### src/rtl/alu_result_queue.sv
// ALU result selector with sign/zero extension, status flags and a 2-entry
// valid/ready output queue; counts delivered results with saturation.
module alu_result_queue #(
  parameter int unsigned DATA_WIDTH = 8,
  parameter bit          SIGNED_EXT = 1'b1,
  parameter int unsigned CNT_WIDTH  = 16
) (
  input  logic                      clk,
  input  logic                      rst_n,
  input  logic                      flush,
  input  logic                      in_valid,
  output logic                      in_ready,
  input  logic [2:0]                opcode,
  input  logic [DATA_WIDTH:0]       result_sum,
  input  logic [DATA_WIDTH:0]       result_res,
  input  logic [2*DATA_WIDTH-1:0]   result_pro,
  input  logic [DATA_WIDTH-1:0]     result_and,
  input  logic [DATA_WIDTH-1:0]     result_or,
  input  logic [DATA_WIDTH-1:0]     result_nand,
  input  logic [DATA_WIDTH-1:0]     result_nor,
  input  logic [DATA_WIDTH-1:0]     result_xor,
  output logic                      out_valid,
  input  logic                      out_ready,
  output logic [2*DATA_WIDTH-1:0]   data,
  output logic                      flag_zero,
  output logic                      flag_neg,
  output logic                      flag_carry,
  output logic [CNT_WIDTH-1:0]      result_cnt
);

  localparam int unsigned W  = DATA_WIDTH;
  localparam int unsigned DW = 2 * DATA_WIDTH;

  typedef struct packed {
    logic [DW-1:0] data;
    logic          zero;
    logic          neg;
    logic          carry;
  } entry_t;

  logic [1:0]           count_q, count_d;
  entry_t               head_q, head_d;
  entry_t               tail_q, tail_d;
  logic                 out_valid_q, out_valid_d;
  logic                 in_ready_q, in_ready_d;
  logic [CNT_WIDTH-1:0] cnt_q, cnt_d;

  logic [DW-1:0] ext_c;
  logic          carry_c;
  entry_t        new_c;
  logic          push_c, pop_c;

  // Opcode select and extension to 2W
  always_comb begin
    ext_c   = '0;
    carry_c = 1'b0;
    case (opcode)
      3'b000: begin
        ext_c   = {{(W-1){SIGNED_EXT & result_sum[W]}}, result_sum};
        carry_c = result_sum[W];
      end
      3'b001: begin
        ext_c   = {{(W-1){SIGNED_EXT & result_res[W]}}, result_res};
        carry_c = result_res[W];
      end
      3'b010: ext_c = result_pro;
      3'b011: ext_c = {{W{1'b0}}, result_and};
      3'b100: ext_c = {{W{1'b0}}, result_or};
      3'b101: ext_c = {{W{1'b0}}, result_nand};
      3'b110: ext_c = {{W{1'b0}}, result_nor};
      3'b111: ext_c = {{W{1'b0}}, result_xor};
      default: ext_c = '0;
    endcase
  end

  always_comb begin
    new_c.data  = ext_c;
    new_c.zero  = (ext_c == '0);
    new_c.neg   = ext_c[DW-1];
    new_c.carry = carry_c;
  end

  assign push_c = in_valid & in_ready_q;
  assign pop_c  = out_valid_q & out_ready;

  // Queue next-state; flush overrides push and pop
  always_comb begin
    count_d = count_q;
    head_d  = head_q;
    tail_d  = tail_q;
    cnt_d   = cnt_q;
    if (flush) begin
      count_d = 2'd0;
    end else begin
      case (count_q)
        2'd0: begin
          if (push_c) begin
            head_d  = new_c;
            count_d = 2'd1;
          end
        end
        2'd1: begin
          if (push_c && pop_c) begin
            head_d = new_c;
          end else if (pop_c) begin
            count_d = 2'd0;
          end else if (push_c) begin
            tail_d  = new_c;
            count_d = 2'd2;
          end
        end
        2'd2: begin
          if (pop_c) begin
            head_d  = tail_q;
            count_d = 2'd1;
          end
        end
        default: count_d = 2'd0;
      endcase
      if (pop_c && (cnt_q != {CNT_WIDTH{1'b1}})) begin
        cnt_d = cnt_q + CNT_WIDTH'(1);
      end
    end
    out_valid_d = (count_d != 2'd0);
    in_ready_d  = (count_d != 2'd2);
  end

  always_ff @(posedge clk or negedge rst_n) begin
    if (!rst_n) begin
      count_q     <= 2'd0;
      head_q      <= '0;
      tail_q      <= '0;
      out_valid_q <= 1'b0;
      in_ready_q  <= 1'b1;
      cnt_q       <= '0;
    end else begin
      count_q     <= count_d;
      head_q      <= head_d;
      tail_q      <= tail_d;
      out_valid_q <= out_valid_d;
      in_ready_q  <= in_ready_d;
      cnt_q       <= cnt_d;
    end
  end

  assign in_ready   = in_ready_q;
  assign out_valid  = out_valid_q;
  assign data       = head_q.data;
  assign flag_zero  = head_q.zero;
  assign flag_neg   = head_q.neg;
  assign flag_carry = head_q.carry;
  assign result_cnt = cnt_q;

endmodule

### config.mk
export PLATFORM = sky130hd
export DESIGN_NAME = alu_result_queue
export DESIGN_NICKNAME = d
export VERILOG_FILES = /design/src/rtl/alu_result_queue.sv
export SDC_FILE = /design/constraint.sdc
export NUM_CORES = 1
export LEC_CHECK = 0
export CAP_MARGIN = 20
export CORE_MARGIN = 1
export CORE_UTILIZATION = 40
export DETAILED_ROUTE_END_ITERATION = 12
export GPL_ROUTABILITY_DRIVEN = 0
export PLACE_DENSITY = 0.77
export SYNTH_ARGS = -nofsm -noshare
export SYNTH_HDL_FRONTEND = slang
export SYNTH_SLANG_ARGS = --single-unit
### constraint.sdc
create_clock -name clk -period 1.8 [get_ports clk]
set_input_delay 0.18 -clock clk [delete_from_list [all_inputs] [get_ports clk]]
set_output_delay 0.18 -clock clk [all_outputs]
set_load 0.01 [all_outputs]
==> flow_summary.json, run 1 <==
{
  "regToRegSetupSlack_ps": 120,
  "cp_num_buf_inv": 0,
  "synth_area_sq_um": 3080,
  "fill_cells": 559,
  "status": "finished clean",
  "synthesis.nets": 413,
  "yosys_warnings": 0,
  "die_x_microns": 89.7,
  "hold_violations": 0,
  "overflow": 0,
  "core_area_sq_um": 7330,
  "die_h_microns": 89.7,
  "report.power.total_mw": 3.82,
  "route.detailed.drc": 0,
  "synth_area_leader_cell": "dfrtp_1",
  "crit_family": "simple AND/OR/NAND/NOR gates",
  "grtUsageTotal_pct": 20.4,
  "n_antenna_cell": 0,
  "drt-total-wl_microns": 8000,
  "crit_path_max_fanout": 4,
  "clk_latency_ps": 310,
  "power_density_nw_per_um2": 794,
  "yosysSeqAreaShare_pct": 45.6,
  "syn_avg_cell_area_sq_um": 9.33,
  "synth_cell_type_count": 44,
  "synth_ff_type": "dfrtp_1",
  "ir_drop_v": 0.000365,
  "hold_path_class": "input port to asynchronous set/reset pin",
  "fp-row-count": 31,
  "synth_top_area_share_pct": 44.7,
  "p_leak_nw": 2.10,
  "root_buffer": "clkbuf_8",
  "fmax_ghz": 0.597,
  "syn_inst": 330,
  "syn_to_final_growth_pct": 56.4,
  "cts_made_buffers": 5,
  "clkSinkCount": 56,
  "wl_per_cell_microns": 13.7,
  "die_area_sq_um": 8050,
  "ioPinCount": 119,
  "port_buffers": 118,
  "maxCapViolCount": 0,
  "cts_tree": "built",
  "slew_headroom_pct": 77.0,
  "layout.nets": 566,
  "startpoint_type": "flop",
  "fin_area_sq_um": 4820,
  "cts_setup_buffers": 0,
  "path_cells": "and4_1 > nand4_1 > o31ai_4 > mux2_1",
  "firstDrtPassIters": 4,
  "rsz0062_at_grt": "false",
  "cts_buffer_depth": 2,
  "fin_crit_sh_pct": 93.1,
  "synth_area_leaders": "dfrtp_1 (45%), mux2i_1 (6.5%), nand2_1 (5.9%)",
  "ys_seq_elements": 56,
  "final-setup-viol-count": 0,
  "crit_type": "flop to flop",
  "drt-initial-drc-count": 146,
  "htreeDepth": 2,
  "vias": 3044,
  "slowest_delay_ps": 400,
  "multiInputGateArea_sq_um": 1580,
  "ant_nets": 0,
  "placed_area_sq_um": 4670,
  "grt_pass1_wl_microns": 13400,
  "synth_edf_count": 0,
  "start_util_pct": 42.0,
  "ys_async_sr_fraction_pct": 100,
  "seq_area_sq_um": 1400,
  "drive_gt1_share_pct": 14.9,
  "tightestPinTransition_ps": 346,
  "finClkSkew_ps": 8.78,
  "grt_max_degree": 57,
  "crit_path_end_kind": "flop",
  "critPathRequiredTime_ps": 1990,
  "slew_viol_final": 0,
  "antenna_found_initial": 0,
  "grt_pass1_vias": 2955,
  "hpwl_microns": 6300,
  "slowest_stage": "dfrtp_1",
  "viasPerCell": 5.22,
  "worst_ep_arrival_time_ps": 1870,
  "min_period_ps": 1680,
  "clk_pin_slew_ps": 100
}
==> metal layers <==
layer,global-route usage [%],part of all wire [%],wire [microns],vias up
met2,33.5,48,3800,146
met5,0,0,0,-
met4,9.15,3.8,303,0
met1,25.9,43,3400,1389
met3,4.15,6.2,494,27
li1,-,-,-,1482
==> final timing paths <==
| check | startpoint | to | depth (start not counted) |
|---|---|---|---|
| min in group clk | tail_q[2] | tail_q[2] | 2 |
| min reg2reg | tail_q[2] | tail_q[2] | 2 |
| max reg2reg | result_cnt[9] | result_cnt[1] | 4 |
| max in group asynchronous | rst_n | in_ready | 3 |
| min | rst_n | data[3] | 3 |
| max | result_cnt[9] | result_cnt[1] | 4 |
==> metrics by stage <==
stage                     utilization, %  hold slack, ps  std cells  worst slack, ps  setup TNS, ps
final                               65.7             381        583              125              0
after global routing                65.7             417        583             27.9              0
after CTS                           65.5             400        583             17.5              0
after detailed placement            63.7             205        574             -414          -5280
after global placement              63.7             200        574             -374          -4250
after floorplan                        -            -116        330             63.6              0
==> cell families after synthesis <==
family                   after synthesis  synth area share, %
adder cells (fa/ha/maj)                1                0.406
AND/OR/NAND/NOR                      117                 17.8
buffers and inverters                 23                 4.02
multiplexers                          27                 10.5
XOR/XNOR                              14                 3.98
flip-flops                            56                 45.6
AO/OA/AOI/OAI                         92                 17.7
==> area by class of cell <==
type,instances,share of cell area [%]
well taps,99,2.57
clock inverters,3,0.883
inverters,1,0.0779
clock buffers,5,1.43
flip-flops and latches,56,29.1
repair buffers,168,33.2
multi-input cells,251,32.7
==> report_power, final <==
| part | internal (mW) | leakage, nW | switching, mW |
|---|---|---|---|
| Combinational | 0.739 | 1.30 | 0.545 |
| Sequential | 1.54 | 0.738 | 0.189 |
| Clock | 0.412 | 0.0541 | 0.400 |
| Total | 2.69 | 2.10 | 1.13 |
==> what timing repair did <==
action / CTS / global route
pin swaps: 2 / 0
cloned: 0 / 0
hold endpoints to repair: 55 / 0
hold buffers: 1 / 0
endpoints found under the setup margin: 4 / 3
gates resized for setup: 6 / 2
==> worst min-delay path, delay by kind of cell <==
kind,cells,cell delay (ps)
buffers and inverters,3,900
==> state kept, by name, summed over array words and instances (netlist names) <==
| signal | cells |
|---|---|
| in_ready | 1 |
| data | 16 |
| tail_q | 18 |
| flag_zero | 1 |
| flag_carry | 1 |
| out_valid | 1 |
| count_q | 2 |
| result_cnt | 16 |
==> cells in the final DEF (no fill, tap or decap), drive strengths merged, types with 2 or more instances in the layout <==
cell type and n:
a21oi 28, nor4 2, xor2 3, nor2b 3
xnor2 11, nand2b 4, mux4 3, nand2 48
nand4 5, o31ai 3, a31oi 2, o21a 2
a21o 2, o22ai 11, nor3b 6, mux2 3
a211oi 6, and3 4, clkdlybuf4s50 114, and2 4
dlygate4sd2 2, o21ai 35, or3 2, mux2i 21
buf 50, nand3b 2, clkbuf 5, nand3 10
dfrtp 55, nor2 25
==> cell usage after synthesis (3+ instances only) <==
cell type	count
and2_1	4
mux4_2	3
o22ai_1	10
a211oi_1	6
o21ai_1	31
nand3_1	10
nand4_1	5
and3_1	4
buf_2	9
buf_6	3
nand2b_1	4
xnor2_1	11
nand2_1	48
a21oi_1	28
nor2b_1	3
clkbuf_1	8
mux2i_1	20
nor2_1	25
dfrtp_1	55
xor2_1	3
nor3b_1	6
o21ai_0	4
(Power assumes the default switching activity.)
==> run 2: changes to the inputs <==
--- a/config.mk
+++ b/config.mk
@@ -11,6 +11,7 @@
 export DETAILED_ROUTE_END_ITERATION = 12
 export GPL_ROUTABILITY_DRIVEN = 0
 export PLACE_DENSITY = 0.77
+export REMOVE_ABC_BUFFERS = 1
 export SYNTH_ARGS = -nofsm -noshare
 export SYNTH_HDL_FRONTEND = slang
 export SYNTH_SLANG_ARGS = --single-unit
==> flow_summary.json, run 2 (synthesis gave the netlist of run 1 again) <==
{
  "wl_per_cell_microns": 13.5,
  "rsz0062_at_grt": "false",
  "viasPerCell": 5.10,
  "route.detailed.drc": 0,
  "finClkSkew_ps": 6.90,
  "timing.final.ws_setup_ps": 118,
  "die_h_microns": 89.7,
  "path_cells": "nand2_1 > or3_1 > a21o_2 > mux2i_1 > o41ai_2",
  "worst_ep_arrival_time_ps": 1860,
  "n_antenna_cell": 0,
  "grt_pass1_vias": 2964,
  "placed_area_sq_um": 4630,
  "regMostFlops": "tail_q",
  "comb_power_share_pct": 34.2,
  "layout.nets": 565,
  "core_area_sq_um": 7330,
  "min_period_ps": 1680,
  "ir_drop_v": 0.000327,
  "grt_max_degree": 36,
  "antenna_found_initial": 0,
  "cp_num_buf_inv": 0,
  "tightestPinTransition_ps": 407,
  "hold_violations": 0,
  "fp-row-count": 31,
  "switching_share_pct": 30.4,
  "port_buffers": 118,
  "die_x_microns": 89.7,
  "power_density_nw_per_um2": 779,
  "drive_gt1_share_pct": 14.7,
  "critPathRequiredTime_ps": 1980,
  "dpl_worst_slack_ps": -466,
  "switchingPower_mw": 1.13,
  "internal_power_mw": 2.58,
  "syn_to_final_growth_pct": 54.7,
  "slowest_stage": "dfstp_2",
  "p_clk_share_pct": 19.1,
  "status": "finished clean",
  "slew_headroom_pct": 72.6,
  "ant_nets": 0,
  "cts_tree": "built",
  "root_buffer": "clkbuf_8",
  "hold_path_class": "input port to asynchronous set/reset pin",
  "p_leak_nw": 2.08,
  "maxCapViolCount": 0,
  "clk_pin_slew_ps": 100,
  "final-setup-viol-count": 0,
  "grt_pass1_wl_microns": 13500,
  "start_util_pct": 42.0,
  "fmax_ghz": 0.595,
  "largest_reg_flops": 18,
  "crit_family": "flip-flops",
  "drt-initial-drc-count": 104,
  "final_cell_mix": "clkdlybuf4s50_1 (114), dfrtp_1 (55), nand2_1 (48), buf_4 (44), o21ai_1 (31)",
  "cts_made_buffers": 5,
  "grtUsageTotal_pct": 20.6,
  "crit_path_end_kind": "flop",
  "htreeDepth": 2,
  "slowest_delay_ps": 540,
  "overflow": 0,
  "vias": 2970,
  "slew_viol_final": 0,
  "cts_buffer_depth": 2,
  "clk_latency_ps": 310,
  "fin_area_sq_um": 4760,
  "clkSinkCount": 56,
  "startpoint_type": "flop",
  "firstDrtPassIters": 4,
  "final_common_cell": "clkdlybuf4s50_1",
  "die_area_sq_um": 8050,
  "hpwl_microns": 6300,
  "drt-total-wl_microns": 7840,
  "fin_crit_sh_pct": 93.4,
  "power_frac_seq_pct": 46.8,
  "fill_cells": 580,
  "ioPinCount": 119,
  "crit_type": "flop to flop",
  "crit_path_max_fanout": 6
}
[run 2: cell count changes in the layout (fill, tap and decap cells not counted)]
cell and delta:
a21o_2 +1, clkinvlp_4 -1, a21o_1 -1, bufinv_16 -1
o31ai_4 -1, o22ai_1 +1, buf_12 -1, clkinv_2 +1
clkbuf_8 +1, o31ai_2 +1, o22ai_2 -1
[run 2: worst reg2reg max path: stages (launching register included)]
cell,delay (ps)
dfstp_2,540
nand2_1,80
or3_1,320
a21o_2,280
mux2i_1,230
o41ai_2,110
[run 2: final timing paths]
path,startpoint,endpoint,slack [ps],depth (start not counted)
setup / recovery,in_ready,flag_zero,120,5
hold / removal,rst_n,data[0],320,2
setup reg to reg,in_ready,flag_zero,120,5
hold reg to reg,tail_q[2],tail_q[2],480,2
max in group asynchronous,rst_n,in_ready,810,3
min in group clk,tail_q[2],tail_q[2],480,2
[run 2: metal layers]
| layer | part of all wire [%] | track usage (%) | routed length, microns | up-vias |
|---|---|---|---|---|
| met5 | 0 | 0 | 0 | - |
| met4 | 1.1 | 5.74 | 89 | 0 |
| met3 | 6.3 | 4.74 | 491 | 10 |
| met2 | 50 | 37.1 | 3940 | 122 |
| met1 | 42 | 24.5 | 3320 | 1364 |
| li1 | - | - | - | 1474 |
[run 2: repair_timing]
action,4_1_cts,5_1_grt
pin swaps,3,1
setup endpoints to repair,4,7
hold endpoints to repair,15,0
setup buffers,1,1
gates resized for setup,4,3
hold buffers,1,0
[run 2: final cells by class]
type | count | area (sq um) | share of cell area, %
inverter | 1 | 3.75 | 0.0788
clock inverter | 2 | 10.0 | 0.210
timing repair buffer | 167 | 1580 | 33.1
clock buffer | 6 | 82.6 | 1.73
tap | 99 | 124 | 2.60
sequential | 56 | 1400 | 29.4
multi-input combinational | 251 | 1560 | 32.8
[run 2: metrics by stage]
| step | std cells | TNS (ps) | hold WS, ps | power [mW] | utilization (%) |
|---|---|---|---|---|---|
| after floorplan | 308 | -18780 | -116 | 2.24 | - |
| after global placement | 571 | -6550 | 113 | 2.98 | 63.2 |
| after detailed placement | 571 | -7540 | 114 | 3.04 | 63.2 |
| after CTS | 581 | 0 | 321 | 3.75 | 64.8 |
| after global routing | 582 | 0 | 343 | 3.96 | 65.0 |
| final | 582 | 0 | 319 | 3.71 | 65.0 |
[run 2: power groups by stage]
stage | registers, mW | logic [mW] | clock network (mW)
floorplan | 1.79 | 0.451 | 0
global placement | 1.74 | 1.24 | 0
detailed placement | 1.76 | 1.27 | 0
CTS | 1.74 | 1.28 | 0.730
global route | 1.78 | 1.41 | 0.776
finish | 1.74 | 1.27 | 0.708
==> RTL change 1, RTL diff (flow settings as in run 1) <==
Set the parameter `DATA_WIDTH` to 10 (it was 8).
--- a/src/rtl/alu_result_queue.sv
+++ b/src/rtl/alu_result_queue.sv
@@ -2,5 +2,5 @@
 // valid/ready output queue; counts delivered results with saturation.
 module alu_result_queue #(
-  parameter int unsigned DATA_WIDTH = 8,
+  parameter int unsigned DATA_WIDTH = 10,
   parameter bit          SIGNED_EXT = 1'b1,
   parameter int unsigned CNT_WIDTH  = 16
Interface: changed (9 resized); port bits go from 119 to 141. No check against the original RTL was run, so the function may have changed too.
==> RTL change 1 against run 1 <==
  * The flow now finishes with violations (setup timing)
  * Die area up 16%
  * Synthesized area up 17%
  * Wire length up 25%
  * Sequential cell count up 8
  * Global-route usage up 1.3 points
  * Power up 31%
  * Setup slack worse by 0.13 ns
  * Cell area up 19%
  * Hold slack worse by 0.090 ns
  * Largest cell class is now multi-input combinational cells
==> RTL change 1: results (changes against run 1) <==
Number of distinct library cells after synthesis - 49 (+11%)
I/O Buffers - 140 (+19%)
Arr. time, crit path - 2.04 ns (+0.17 ns)
Htree depth - 3 (+1)
Worst R2R End - data[2]
Dpl cell area - 5390 sq um (+16%)
Peak supply drop - 333 uV (-8.8%)
Final Non-Filler Cells - 673 (+15%)
Avg WL per Cell - 14.9 microns (+8.7%)
Final Setup Violations - 1 (+1)
XOR/XNOR Fraction of Synth Area - 0.0365 (-0.00330)
Critical path's largest stage delay - 0.56 ns (+0.16 ns)
Leakage - 2.49 nW (+19%)
Final worst clock skew - 0.00657 ns (-0.00221 ns)
Run status - complete, but fails checks
Hold Path Class - input port to flip-flop
Detailed-route via count - 3553 (+17%)
Clock Latency Late Sink - 0.35 ns (+0.04 ns)
Fin nets - 661 (+17%)
Post-synthesis mux area share - 0.141 (+0.0353)
Met2 wire length - 5.14 mm (+35%)
CTS buffer count - 9 (+4)
Top cells by count, synth - dfrtp_1 (63), nand2_1 (62), nor2_1 (36), a21oi_1 (28), clkbuf_1 (24)
Post-Route Setup TNS - -0.00505 ns (-0.00505 ns)
WL met3 - 578 microns (+17%)
Max-slew headroom - 0.746 (-0.0234)
M1 wire length - 3.96 mm (+16%)
Met1 Resource Use GR - 0.250 (-0.00895)
Max reg flops - 22 (+4)
Final worst slack - -0.00505 ns (-0.130 ns)
Mapped Nets - 488 (+18%)
Post-place setup slack - -0.779 ns (-0.366 ns)
CP max-delay cell - dfstp_2
Dominant cells by area after synthesis - dfrtp_1 (44%), nand2_1 (6.5%), mux2i_1 (6.1%)
Largest net degree at the start of global routing - 65 (+14%)
Post-Synth Adder-Cell Area - 0.00348 (-0.000585)
First-pass GRT wire length - 16.3 mm (+22%)
Failing checks - setup timing
Reg clk slew, reported paths - 0.06 ns (-0.04 ns)
Hpwl dp - 7.65 mm (+21%)
Post-synthesis compound-gate area fraction - 0.144 (-0.0328)
Int Pwr - 3.52 mW (+31%)
Vias in the first global route - 3523 (+19%)
Register area share after synthesis - 0.446 (-0.00994)
Layout cells sized above 1 - 0.216 (+0.0672)
-- RTL change 1: cell count changes after synthesis, sizes merged, moves of 10 or more --
cell    delta
a31oi     +10
clkbuf    +16
mux2      +12
nand2     +14
nor2      +11
o21ai     -21
-- RTL change 1: area by class of cell --
class / count / area (sq um)
repair buffers: 192 / 1810
flip-flops and latches: 64 / 1610
fillers: 704 / 2990
inverters: 6 / 22.5
clock inverters: 4 / 45.0
clock buffers: 12 / 145
well taps: 108 / 135
multi-input cells: 287 / 1970
-- RTL change 1: timing repair --
action | CTS | global route
buffers inserted | 4 | 5
gates resized for setup | 45 | 17
hold endpoints to repair | 63 | 0
pin swaps | 12 | 18
hold buffers | 1 | 0
setup endpoints to repair | 30 | 27
cloned | 0 | 0
-- RTL change 1: cell families after synthesis --
family | after synthesis
buf+inv | 36
mux | 42
simple gates | 144
compound gates | 85
xor+xnor | 15
flops | 64
fa+ha+maj | 1
-- RTL change 1: power groups by stage --
| stage | registers [mW] | clock network (mW) | logic (mW) |
|---|---|---|---|
| 2_1_floorplan | 2.16 | 0 | 0.653 |
| 3_3_place_gp | 2.09 | 0 | 1.64 |
| 3_5_place_dp | 2.11 | 0 | 1.69 |
| 4_1_cts | 2.09 | 1.23 | 1.71 |
| 5_1_grt | 2.14 | 1.30 | 1.87 |
| 6_report | 2.08 | 1.21 | 1.71 |
-- RTL change 1: worst max-delay path by stage --
stage                        start            end  slack (ns)
detailed placement       opcode[0]      tail_q[2]       -0.78
global route        result_cnt[12]  result_cnt[9]       -0.07
finish                    in_ready        data[2]      -0.005
global placement    result_pro[11]      flag_zero       -0.73
CTS                       in_ready        data[5]      0.0008
floorplan                opcode[0]      tail_q[2]       -0.07
==> RTL change 2, RTL diff (settings of run 1) <==
Made on the original files. Reset style: synchronous (`rst_n`), changed in one clocked block.
--- a/src/rtl/alu_result_queue.sv
+++ b/src/rtl/alu_result_queue.sv
@@ -126,5 +126,5 @@
   end
 
-  always_ff @(posedge clk or negedge rst_n) begin
+  always_ff @(posedge clk) begin
     if (!rst_n) begin
       count_q     <= 2'd0;
Behaviour: differs if rst_n is asserted again (counterexample within 4 cycles, from zero or initial values and one cycle with rst_n low); with rst_n held inactive, the same outputs for 4 cycles.
==> RTL change 2 against run 1 <==
  * Sequential cell count unchanged
  * Highest routed layer unchanged
  * Fmax is 5.0% lower
  * Final cell count grew 6.9%
  * Synthesized area up 0.49%
  * Wire length up 16%
  * Critical endpoint is now tail_q[2]
  * Combinational power down 49%
  * Clock skew about the same
  * Via count grew 8.8%
  * Sequential share of layout area decreased by 6.3 points
  * Setup slack lost 0.088 ns
  * Power down 24%
  * Critical path type is now input port to flip-flop
  * Synthesized cell count is 12% higher
  * Cell area up 1.8%
==> RTL change 2: results (changes against run 1) <==
Max Fanout on Critical Path - 2 (-2)
Via/cell ratio - 5.32 (+1.8%)
Leakage - 1.89 nW (-10%)
Met2 wire length - 4.83 mm (+27%)
Ys async rst share - 0 (-1.00)
Max-slew headroom - 0.760 (-0.00920)
Number of distinct library cells after synthesis - 55 (+25%)
Initial DRC count - 143 (-2.1%)
Mapped Nets - 453 (+9.7%)
Top cells by count, synth - dfxtp_1 (56), nand2_1 (47), nor2_1 (44), mux2i_1 (29), clkbuf_1 (17)
Run status - finished, final reports clean
Hold Path Class - input port to flip-flop
Avg Synthesized Cell Area - 8.36 sq um (-10%)
Sw frac - 0.237 (-0.0595)
First-pass GRT wire length - 15.2 mm (+14%)
Inst Count DP - 614 (+7.0%)
Peak supply drop - 423 uV (+16%)
Final wirelength - 9.24 mm (+16%)
M1 wire length - 3.85 mm (+13%)
Fillcell total - 627 (+12%)
Hpwl dp - 7.12 mm (+13%)
Fin nets - 607 (+7.2%)
Arr. time, crit path - 1.98 ns (+0.11 ns)
Largest net degree at the start of global routing - 32 (-44%)
Final worst clock skew - 0.00863 ns (-0.000145 ns)
Total global-route track usage - 0.229 (+0.0253)
Vias in the first global route - 3315 (+12%)
==> RTL change 2: changes by cell type after synthesis, moves of 7 or more <==
cell and change:
a22oi_1 +8, nor2_1 +19, a311oi_1 +7, a21oi_1 -14, mux2i_1 +9, o21ai_0 +8
o21ai_1 -30, dfrtp_1 -55, a211oi_1 +10, xor2_1 +7, dfxtp_1 +56, xnor2_1 -10
clkbuf_1 +9
==> RTL change 2: logic make-up after synthesis <==
logic type / Yosys count / share of synthesized area
adder cells (fa/ha/maj): 1 / 0.00404
AO/OA/AOI/OAI: 93 / 0.218
multiplexers: 33 / 0.119
AND/OR/NAND/NOR: 143 / 0.219
flip-flops: 56 / 0.362
XOR/XNOR: 11 / 0.0311
buffers and inverters: 33 / 0.0465
==> RTL change 2: per-layer routing <==
layer	up-vias	GRT usage
li1	1661	-
met1	1557	0.273
met2	77	0.417
met3	17	0.0381
met4	0	0.0739
met5	-	0
==> RTL change 2: per-stage QoR <==
stage	util	hold WS, ns	setup slack [ns]	instance area [sq um]
4_1_cts	0.662	0.407	0.00945	4880
2_1_floorplan	-	0.267	-0.0345	3120
3_5_place_dp	0.643	0.453	-0.572	4740
3_3_place_gp	0.643	0.443	-0.521	4740
6_report	0.665	0.442	0.0367	4900
5_1_grt	0.665	0.472	-0.0124	4900
==> RTL change 2: power groups by stage <==
stage / Clock (mW) / Sequential [mW] / Combinational (mW)
6_report: 0.949 / 1.29 / 0.652
2_1_floorplan: 0 / 1.33 / 0.274
3_3_place_gp: 0 / 1.32 / 0.638
3_5_place_dp: 0 / 1.32 / 0.650
5_1_grt: 1.01 / 1.30 / 0.705
4_1_cts: 0.969 / 1.29 / 0.649
==> RTL change 2: worst paths after layout <==
kind	startpoint	to	slack, ns	cells after the start
setup / recovery	result_pro[8]	tail_q[2]	0.04	6
hold / removal	result_pro[9]	tail_q[12]	0.44	3
setup reg to reg	result_cnt[9]	result_cnt[0]	0.13	6
hold reg to reg	tail_q[3]	tail_q[3]	0.47	2
==> RTL change 2: what timing repair did <==
action	CTS	global route
cloned	1	0
buffers inserted	1	0
setup endpoints to repair	4	5
pin swaps	7	5
endpoints found under the hold margin	0	0
gates resized for setup	30	4
==> RTL change 2: worst max-delay path, stage by stage <==
cell,delay (ns)
dlygate4sd2_1,0.25
or4_4,0.53
o21ai_2,0.17
nand3_2,0.09
or4_4,0.55
o41ai_4,0.20
==> RTL change 2: layout make-up <==
class / instances / area, sq um / area share
Clock buffer: 5 / 68.8 / 0.0140
Timing Repair Buffer: 174 / 1620 / 0.331
Multi-Input combinational cell: 281 / 1890 / 0.385
Inverter: 6 / 22.5 / 0.00459
Tap cell: 99 / 124 / 0.0253
Clock inverter: 2 / 60.1 / 0.0123
Sequential cell: 56 / 1120 / 0.229
